[src/rtl/pio_pkg.sv]
// Shared constants and types for the PIO RX-to-UART bridge.
// Holds the PIO action encoding, machine count, frame header constant,
// the bridge FSM state type and the round-robin machine picker.
package pio_pkg;

  localparam int unsigned ACT_W    = 6;
  localparam int unsigned NUM_MACH = 4;
  localparam int unsigned MIDX_W   = 2;

  localparam logic [ACT_W-1:0] ACT_NOP  = 6'd0;
  localparam logic [ACT_W-1:0] ACT_PULL = 6'd5;
  localparam logic [7:0]       HDR_BASE = 8'hA0;

  typedef enum logic [2:0] {
    IDLE,
    PULL,
    WAIT,
    SEND,
    NEXT
  } state_t;

  // First machine with data, searching upward mod 4 starting after 'last'.
  // Offsets are scanned from farthest to nearest so the nearest wins.
  function automatic logic [MIDX_W-1:0] rr_pick(input logic [MIDX_W-1:0]   last,
                                                input logic [NUM_MACH-1:0] avail);
    logic [MIDX_W-1:0] idx;
    rr_pick = last;
    for (int k = NUM_MACH; k >= 1; k--) begin
      idx = last + MIDX_W'(k);
      if (avail[idx]) rr_pick = idx;
    end
  endfunction

endpackage

[src/rtl/uart_tx_byte.sv]
// Single-byte 8N1 UART serializer.
// Ports: clk_25mhz/reset (sync, active-high); load/data start a byte when
// ready is high; ready is also raised during the final stop-bit cycle so a
// byte loaded then follows with no idle gap; tx is the serial line (idle 1).
module uart_tx_byte #(
  parameter int unsigned DIV = 217
) (
  input  logic       clk_25mhz,
  input  logic       reset,
  input  logic       load,
  input  logic [7:0] data,
  output logic       ready,
  output logic       tx
);

  localparam int unsigned CNT_W = (DIV > 2) ? $clog2(DIV) : 1;

  logic [CNT_W-1:0] div_cnt;
  logic [3:0]       bit_cnt;
  logic [8:0]       shreg;
  logic             active;

  // Bit 0 is the start bit, 1..8 data LSB first, 9 the stop bit.
  always_ff @(posedge clk_25mhz) begin
    if (reset) begin
      tx      <= 1'b1;
      ready   <= 1'b1;
      active  <= 1'b0;
      div_cnt <= '0;
      bit_cnt <= '0;
      shreg   <= '0;
    end else if (load && ready) begin
      tx      <= 1'b0;
      shreg   <= {1'b1, data};
      active  <= 1'b1;
      div_cnt <= '0;
      bit_cnt <= '0;
      ready   <= 1'b0;
    end else if (active) begin
      if (div_cnt == CNT_W'(DIV - 1)) begin
        div_cnt <= '0;
        if (bit_cnt == 4'd9) begin
          active <= 1'b0;
          tx     <= 1'b1;
        end else begin
          tx      <= shreg[0];
          shreg   <= {1'b1, shreg[8:1]};
          bit_cnt <= bit_cnt + 4'd1;
        end
      end else begin
        div_cnt <= div_cnt + CNT_W'(1);
        // Open the load window for the last cycle of the stop bit.
        if (bit_cnt == 4'd9 && div_cnt == CNT_W'(DIV - 2)) ready <= 1'b1;
      end
    end
  end

endmodule

[src/rtl/pio_rx_uart.sv]
// Drains PIO RX FIFOs round-robin and forwards each 32-bit word over UART
// as a 5-byte frame: header (0xA0 | machine), then word bytes LSB first.
// Ports: clk_25mhz/reset (sync, active-high); enable gates new pulls;
// rx_empty per-machine FIFO empty flags; dout PIO read data; action/mindex
// PIO pull request; tx UART line; busy while a word is in flight;
// word_cnt count of completed words.
module pio_rx_uart
  import pio_pkg::*;
#(
  parameter int unsigned CLK_HZ = 25000000,
  parameter int unsigned BAUD   = 115200,
  parameter int unsigned DIV    = CLK_HZ / BAUD,
  parameter int unsigned RD_LAT = 1
) (
  input  logic        clk_25mhz,
  input  logic        reset,
  input  logic        enable,
  input  logic [3:0]  rx_empty,
  input  logic [31:0] dout,
  output logic [5:0]  action,
  output logic [1:0]  mindex,
  output logic        tx,
  output logic        busy,
  output logic [15:0] word_cnt
);

  localparam int unsigned WCNT_W = (RD_LAT > 1) ? $clog2(RD_LAT) : 1;

  state_t              state_q, state_d;
  logic [ACT_W-1:0]    action_d;
  logic [MIDX_W-1:0]   mindex_d, rr_ptr, rr_ptr_d;
  logic                busy_d;
  logic [15:0]         word_cnt_d;
  logic [31:0]         word_q, word_d;
  logic [WCNT_W-1:0]   wait_cnt, wait_cnt_d;
  logic [2:0]          byte_idx, byte_idx_d;
  logic                load_c;
  logic                tx_ready;
  logic [7:0]          tx_byte_c;

  // State and registered outputs.
  always_ff @(posedge clk_25mhz) begin
    if (reset) begin
      state_q  <= IDLE;
      action   <= ACT_NOP;
      mindex   <= '0;
      busy     <= 1'b0;
      word_cnt <= '0;
      rr_ptr   <= MIDX_W'(NUM_MACH - 1);
      word_q   <= '0;
      wait_cnt <= '0;
      byte_idx <= '0;
    end else begin
      state_q  <= state_d;
      action   <= action_d;
      mindex   <= mindex_d;
      busy     <= busy_d;
      word_cnt <= word_cnt_d;
      rr_ptr   <= rr_ptr_d;
      word_q   <= word_d;
      wait_cnt <= wait_cnt_d;
      byte_idx <= byte_idx_d;
    end
  end

  // Next state; outputs are derived from the next state so they line up
  // with the state they describe.
  always_comb begin
    state_d    = state_q;
    mindex_d   = mindex;
    word_cnt_d = word_cnt;
    rr_ptr_d   = rr_ptr;
    word_d     = word_q;
    wait_cnt_d = wait_cnt;
    byte_idx_d = byte_idx;
    load_c     = 1'b0;

    case (state_q)
      IDLE: begin
        if (enable && (rx_empty != 4'hF)) begin
          mindex_d   = rr_pick(rr_ptr, ~rx_empty);
          wait_cnt_d = '0;
          state_d    = PULL;
        end
      end
      PULL: state_d = WAIT;
      WAIT: begin
        if (wait_cnt == WCNT_W'(RD_LAT - 1)) begin
          word_d     = dout;
          byte_idx_d = '0;
          state_d    = SEND;
        end else begin
          wait_cnt_d = wait_cnt + WCNT_W'(1);
        end
      end
      SEND: begin
        // Feed the serializer whenever it opens; finish on the last stop cycle.
        if (byte_idx < 3'd5) begin
          if (tx_ready) begin
            load_c     = 1'b1;
            byte_idx_d = byte_idx + 3'd1;
          end
        end else if (tx_ready) begin
          state_d = NEXT;
        end
      end
      NEXT: begin
        word_cnt_d = word_cnt + 16'd1;
        rr_ptr_d   = mindex;
        state_d    = IDLE;
      end
      default: state_d = IDLE;
    endcase

    action_d = (state_d == PULL) ? ACT_PULL : ACT_NOP;
    busy_d   = (state_d != IDLE);
  end

  // Frame byte selection.
  always_comb begin
    case (byte_idx)
      3'd1:    tx_byte_c = word_q[7:0];
      3'd2:    tx_byte_c = word_q[15:8];
      3'd3:    tx_byte_c = word_q[23:16];
      3'd4:    tx_byte_c = word_q[31:24];
      default: tx_byte_c = HDR_BASE | {6'b0, mindex};
    endcase
  end

  uart_tx_byte #(
    .DIV(DIV)
  ) u_tx (
    .clk_25mhz(clk_25mhz),
    .reset    (reset),
    .load     (load_c),
    .data     (tx_byte_c),
    .ready    (tx_ready),
    .tx       (tx)
  );

endmodule

[config.mk]
export PLATFORM = sky130hd
export DESIGN_NAME = pio_rx_uart
export DESIGN_NICKNAME = d
export VERILOG_FILES = /design/src/rtl/pio_pkg.sv /design/src/rtl/uart_tx_byte.sv /design/src/rtl/pio_rx_uart.sv
export SDC_FILE = /design/constraint.sdc
export NUM_CORES = 1
export LEC_CHECK = 0
export CAP_MARGIN = 5
export CORE_MARGIN = 4
export CORE_UTILIZATION = 40
export DETAILED_ROUTE_END_ITERATION = 12
export SYNTH_ARGS = -nofsm -noshare
export SYNTH_HDL_FRONTEND = slang
export SYNTH_SLANG_ARGS = --single-unit
[constraint.sdc]
create_clock -name clk_25mhz -period 2.3 [get_ports clk_25mhz]
set_input_delay 0.46 -clock clk_25mhz [delete_from_list [all_inputs] [get_ports clk_25mhz]]
set_output_delay 0.46 -clock clk_25mhz [all_outputs]
set_load 0.01 [all_outputs]
==> results.yml, run 1 <==
power_and_ir_drop:
  power_w: 0.00310
  p_int_w: 0.00237
  seqPwrFrac: 0.501
  p_leak_nw: 1.66
  swShare: 0.236
  p_switching_w: 0.000731
  combinationalPowerShare: 0.091
  pwr-share-clk: 0.408
  peakVddDrop_uv: 331
  powerDensity_mw_per_mm2: 643
sta:
  slew_viol_final: 0
  slew_headroom: 0.588
  setup_slack_ps: 386
  period_share: 0.832
  min_period_ps: 1910
  worstMarginPinSlew_ps: 617
  holdWs_ps: 459
  skew_ps: 14.8
  setup_tns_ps: 0
  max_freq_mhz: 523
  setup_viol: 0
  rsz0062_at_grt: "no"
  hold_viol_final: 0
placement:
  io_buffers: 60
  globalplace.congestion: 0.812
  post-place-ws_ps: 403
  dp.final_hpwl_um: 6640
floorplan:
  start_util: 0.417
  fp.dieH_um: 107
  die_x_um: 107
  rows: 35
  coreArea_mm2: 0.00942
  fp.dieArea_mm2: 0.0115
  num_io_pins: 65
grt:
  grt_first_pass_wirelength_um: 15800
  grt_max_degree: 63
  grt_pass1_vias: 3328
  gr-usage-all-layers: 0.167
  antenna_found_initial: 0
  grt-ovfl-total: 0
hold_path:
  worstHoldStart: "word_q[11]"
  hp-class: "reg -> reg"
  hold_depth: 2
  hold_end: "word_q[11]"
run:
  cap_violations: 0
worst_setup_path:
  critical_path_peak_fanout: 10
  endpoint_kind: "flip-flop"
  regToRegEndpoint: "u_tx.shreg[0]"
  r2r_start: "byte_idx[1]"
  r2r_slack_ps: 390
  required_ps: 2520
  crit_start: "byte_idx[1]"
  worstSetupStartpointType: "flip-flop"
  criticalPathCategory: "reg -> reg"
  reg2reg_depth: 6
  cp.arrival_ps: 2140
layout:
  syn_to_final_growth_pct: 22.8
  layout-drive-gt1-share: 0.0569
  fin_nets: 571
  fillerInstances: 947
  diodes: 0
  final_util: 0.512
route:
  dr.pass1.iters: 4
  vias: 3449
  routedWlPerCell_um: 14.2
  drt_iter0_drc: 174
  drc_errors: 0
  ant_nets: 0
  viasPerCell: 5.26
  wirelength_um: 9330
synth:
  synth-edff-count: 0
  synth.area.top_cells: "dfxtp_1, nand2_1, a21oi_1"
  synth_most_common_cell: "nand2_1"
  synth_top_area_share: 0.429
  ys_seq_area_frac: 0.429
  avgSynthCellArea_um2: 8.21
  synth.cell_area_mm2: 0.00392
  synth_cells: 478
  ys_warn_count: 0
  async_flop_share: 0
  synthFlopType: "dfxtp_1"
  yosysUniqueCellTypes: 57
  synth_seq_cells: 84
  synth_largest_area_cell: "dfxtp_1"
  yosys-top-cells-count: "nand2_1, dfxtp_1, a21oi_1"
clock_network:
  postCtsSetupBuffers: 0
  insertion_delay_ps: 350
  ctsHoldBuffers: 0
  numCtsBuffers: 9
  htreeDepth: 3
  cts-resized-gates: 0
  clock-sinks: 84
  clk_pin_slew_worst_paths_ps: 80
  clockRootBuffer: "clkbuf_8"
  cts_tree: "done"
  cts_max_path_buffers: 2
status:
  outcome: "finished, final reports clean"
metal layers:
metal / part of all wire / vias to the layer above / track usage
met3: 0.039 / 10 / 0.0337
li1: - / 1772 / -
met4: 0.011 / 0 / 0.0475
met2: 0.45 / 59 / 0.274
met5: 0 / - / 0
met1: 0.50 / 1608 / 0.223
state kept, by name, summed over array words and instances (netlist names):
signal,cells
state_q,3
mindex,2
u_tx.bit_cnt,4
u_tx.active,1
u_tx.ready,1
byte_idx,3
action,1
word_cnt,16
word_q,32
u_tx.shreg,9
u_tx.div_cnt,8
busy,1
u_tx.tx,1
rr_ptr,2
cell type report:
cell class	count	area (um2)	share of cell area
clock buffers	10	128	0.0265
clock inverters	6	113	0.0234
inverters	12	45.0	0.00935
multi-input cells	348	2030	0.421
flip-flops and latches	84	1680	0.349
well taps	129	161	0.0335
repair buffers	67	661	0.137
through the flow:
step                instances  area, um2
floorplan                 481       3940
detailed placement        640       4580
global route              656       4820
global placement          640       4580
CTS                       656       4820
finish                    656       4820
critical path: stages (launching register included):
cell and delay [ps]:
dfxtp_1 450, inv_1 90, ha_1 310, or4_1 560, a21o_1 180, o311ai_0 100, a31oi_1 120
kinds of logic (layout without fill, tap and decap cells):
logic type / Yosys count / count (layout) / share of synthesized area
AND/OR/NAND/NOR: 203 / 203 / 0.257
AO/OA/AOI/OAI: 111 / 111 / 0.180
flip-flops: 84 / 84 / 0.429
buffers and inverters: 49 / 95 / 0.0568
XOR/XNOR: 19 / 19 / 0.0424
adder cells (fa/ha/maj): 10 / 10 / 0.0319
other: 1 / 4 / 0.000956
multiplexers: 1 / 1 / 0.00255
layout by cell type, fill, tap and decap left out, types with 3 or more instances in the layout:
cell type	count
bufinv_16	3
conb_1	4
xor2_1	11
and3_1	3
and4b_1	3
nor4_1	3
dfxtp_1	84
clkbuf_8	9
nor2_1	34
a32oi_1	7
ha_1	10
or3_1	3
a21oi_1	48
a211oi_1	3
inv_1	12
buf_4	6
o21ai_0	16
nand3_1	21
or4_1	5
nand4b_1	4
nand4_1	9
clkdlybuf4s50_1	59
a22oi_1	7
a311oi_1	7
xnor2_1	8
o31ai_1	5
nand2_1	91
nor2b_1	4
nor3_1	7
how the worst max path moves through the flow:
stage	endpoint	cells after the start
after global routing	u_tx.shreg[0]	6
final	u_tx.shreg[0]	6
after global placement	u_tx.shreg[0]	6
after CTS	u_tx.shreg[0]	6
after floorplan	u_tx.shreg[0]	7
after detailed placement	u_tx.shreg[0]	6
power by group through the flow:
stage	registers (W)	logic [W]	clock network, W
after CTS	0.00155	0.000286	0.00130
after floorplan	0.00157	0.000166	0
after global placement	0.00158	0.000278	0
after detailed placement	0.00159	0.000284	0
final	0.00155	0.000283	0.00126
after global routing	0.00156	0.000316	0.00135
No activity file was read; power rests on OpenSTA's default activity.
==> run 2: changes to the inputs <==
--- a/config.mk
+++ b/config.mk
@@ -9,6 +9,7 @@
 export CORE_MARGIN = 4
 export CORE_UTILIZATION = 40
 export DETAILED_ROUTE_END_ITERATION = 12
+export PLACE_DENSITY = 0.65
 export SYNTH_ARGS = -nofsm -noshare
 export SYNTH_HDL_FRONTEND = slang
 export SYNTH_SLANG_ARGS = --single-unit
==> constraint.sdc (replaced) <==
create_clock -name clk_25mhz -period 1.65 [get_ports clk_25mhz]
set_input_delay 0.33 -clock clk_25mhz [delete_from_list [all_inputs] [get_ports clk_25mhz]]
set_output_delay 0.33 -clock clk_25mhz [all_outputs]
set_load 0.01 [all_outputs]
==> results.yml, run 2 (synthesis results as in run 1) <==
floorplan:
  die_x_um: 107
  num_io_pins: 65
  fp.dieH_um: 107
  start_util: 0.417
  rows: 35
  fp.dieArea_mm2: 0.0115
  coreArea_mm2: 0.00942
worst_setup_path:
  reg2reg_depth: 6
  required_ps: 1320
  criticalPathCategory: "reg -> out"
  endpoint_kind: "output port"
  cp.arrival_ps: 1260
  critPathTopFamily: "buffers and inverters"
  path_buf_inv: 1
  r2r_slack_ps: 70
  r2r_start: "byte_idx[1]"
  cp_slowest_cell: "clkdlybuf4s50_1"
  crit_chain: "clkdlybuf4s50_1"
  critical_path_peak_fanout: 3
  slowest_delay_ps: 550
  regToRegEndpoint: "u_tx.shreg[0]"
  worstSetupStartpointType: "flip-flop"
grt:
  gr-usage-all-layers: 0.163
  grt_max_degree: 54
  grt_first_pass_wirelength_um: 15400
  grt_pass1_vias: 3345
  grt-ovfl-total: 0
  antenna_found_initial: 0
sta:
  max_freq_mhz: 628
  hold_viol_final: 0
  skew_ps: 13.8
  slew_viol_final: 0
  min_period_ps: 1590
  rsz0062_at_grt: "yes"
  setup_viol: 0
  setup_slack_ps: 57.7
  holdWs_ps: 388
  period_share: 0.965
layout:
  reg.largest.list: "word_q: 32 flops, word_cnt: 16 flops, u_tx.shreg: 9 flops"
  mostFrequentLayoutCells: "nand2_1, dfxtp_1, a21oi_1"
  syn_to_final_growth_pct: 33.5
  final_common_cell: "nand2_1"
  layout-drive-gt1-share: 0.194
  fin_nets: 611
  largest_reg_flops: 32
  stdcell_count: 696
  largest_register: "word_q"
  diodes: 0
placement:
  io_buffers: 60
  dpl.cell_count: 678
  dp.final_hpwl_um: 6700
  post-place-ws_ps: 31.3
  globalplace.congestion: 0.835
status:
  outcome: "finished, final reports clean"
route:
  drc_errors: 0
  dr.pass1.iters: 6
  routedWlPerCell_um: 13.7
  ant_nets: 0
  vias: 3665
  wirelength_um: 9520
  viasPerCell: 5.27
  drt_iter0_drc: 179
clock_network:
  clock-sinks: 84
  htreeDepth: 3
  numCtsBuffers: 9
  clk_pin_slew_worst_paths_ps: 90
  cts_max_path_buffers: 2
  ctsHoldBuffers: 0
  insertion_delay_ps: 350
  clockRootBuffer: "clkbuf_8"
  cts_tree: "done"
power_and_ir_drop:
  p_int_w: 0.00314
  p_leak_nw: 1.98
  combinationalPowerShare: 0.106
  swShare: 0.258
  pwr-share-clk: 0.386
  p_switching_w: 0.00110
  powerDensity_mw_per_mm2: 809
  power_w: 0.00424
  peakVddDrop_uv: 356
  seqPwrFrac: 0.508
hold_path:
  worstHoldStart: "reset"
  hp-class: "in -> reg"
  hold_end: "u_tx.div_cnt[0]"
  hold_depth: 3
run:
  cap_violations: 0
==> run 2: repair_timing <==
item                                    4_1_cts  5_1_grt
resized for setup                            17       40
gates cloned                                  0        0
pin swaps                                     0       12
endpoints found under the setup margin       14       23
setup buffers                                 0        2
==> run 2: power by group through the flow <==
stage,sequential (W),clock (W),combinational [W]
after floorplan,0.00219,0,0.000235
after global placement,0.00220,0,0.000429
after detailed placement,0.00220,0,0.000437
after CTS,0.00215,0.00168,0.000437
after global routing,0.00216,0.00176,0.000495
final,0.00216,0.00164,0.000449
==> run 2: routing by layer <==
metal / up-vias / part of all wire / GRT usage
met1: 1719 / 0.48 / 0.222
met2: 88 / 0.46 / 0.263
met4: 0 / 0.0074 / 0.0411
met5: - / 0 / 0
li1: 1851 / - / -
met3: 7 / 0.044 / 0.0361
==> run 2: worst max path at each step <==
| stage | from | end | slack, ps | cells after the start |
|---|---|---|---|---|
| 3_5_place_dp | byte_idx[1] | u_tx.shreg[0] | 30 | 6 |
| 6_report | mindex[1] | mindex[1] | 60 | 1 |
| 4_1_cts | word_cnt[11] | word_cnt[11] | 3 | 1 |
| 5_1_grt | byte_idx[0] | u_tx.shreg[6] | -10 | 6 |
| 2_1_floorplan | byte_idx[1] | u_tx.shreg[0] | -30 | 7 |
| 3_3_place_gp | word_cnt[1] | word_cnt[14] | 20 | 6 |
==> run 2: layout make-up <==
cell class | instances | area (um2)
clock buffer | 10 | 149
tap | 129 | 161
inverter | 12 | 45.0
sequential | 84 | 1710
fill | 883 | 4180
timing repair buffer | 107 | 973
multi-input combinational | 348 | 2130
clock inverter | 6 | 75.1
==> run 2: metrics by stage <==
step                      cell area [um2]  utilization  setup TNS, ps
after CTS                            5100        0.542              0
after floorplan                      3970            -          -27.1
after global routing                 5240        0.556          -25.6
final                                5240        0.556              0
after detailed placement             4890        0.519              0
after global placement               4890        0.519              0
==> run 2: worst register-to-register path, stage by stage (launching register included) <==
cell	delay, ps
dfxtp_4	380
inv_2	40
ha_2	180
or4_4	490
a21o_1	170
o311ai_1	80
a31oi_1	110
==> run 3: changes to the inputs <==
--- a/config.mk
+++ b/config.mk
@@ -5,7 +5,6 @@
 export SDC_FILE = /design/constraint.sdc
 export NUM_CORES = 1
 export LEC_CHECK = 0
-export CAP_MARGIN = 5
 export CORE_MARGIN = 4
 export CORE_UTILIZATION = 40
 export DETAILED_ROUTE_END_ITERATION = 12
==> results of run 3 <==
Final layout, timing and power as in run 2 (identical DEF).
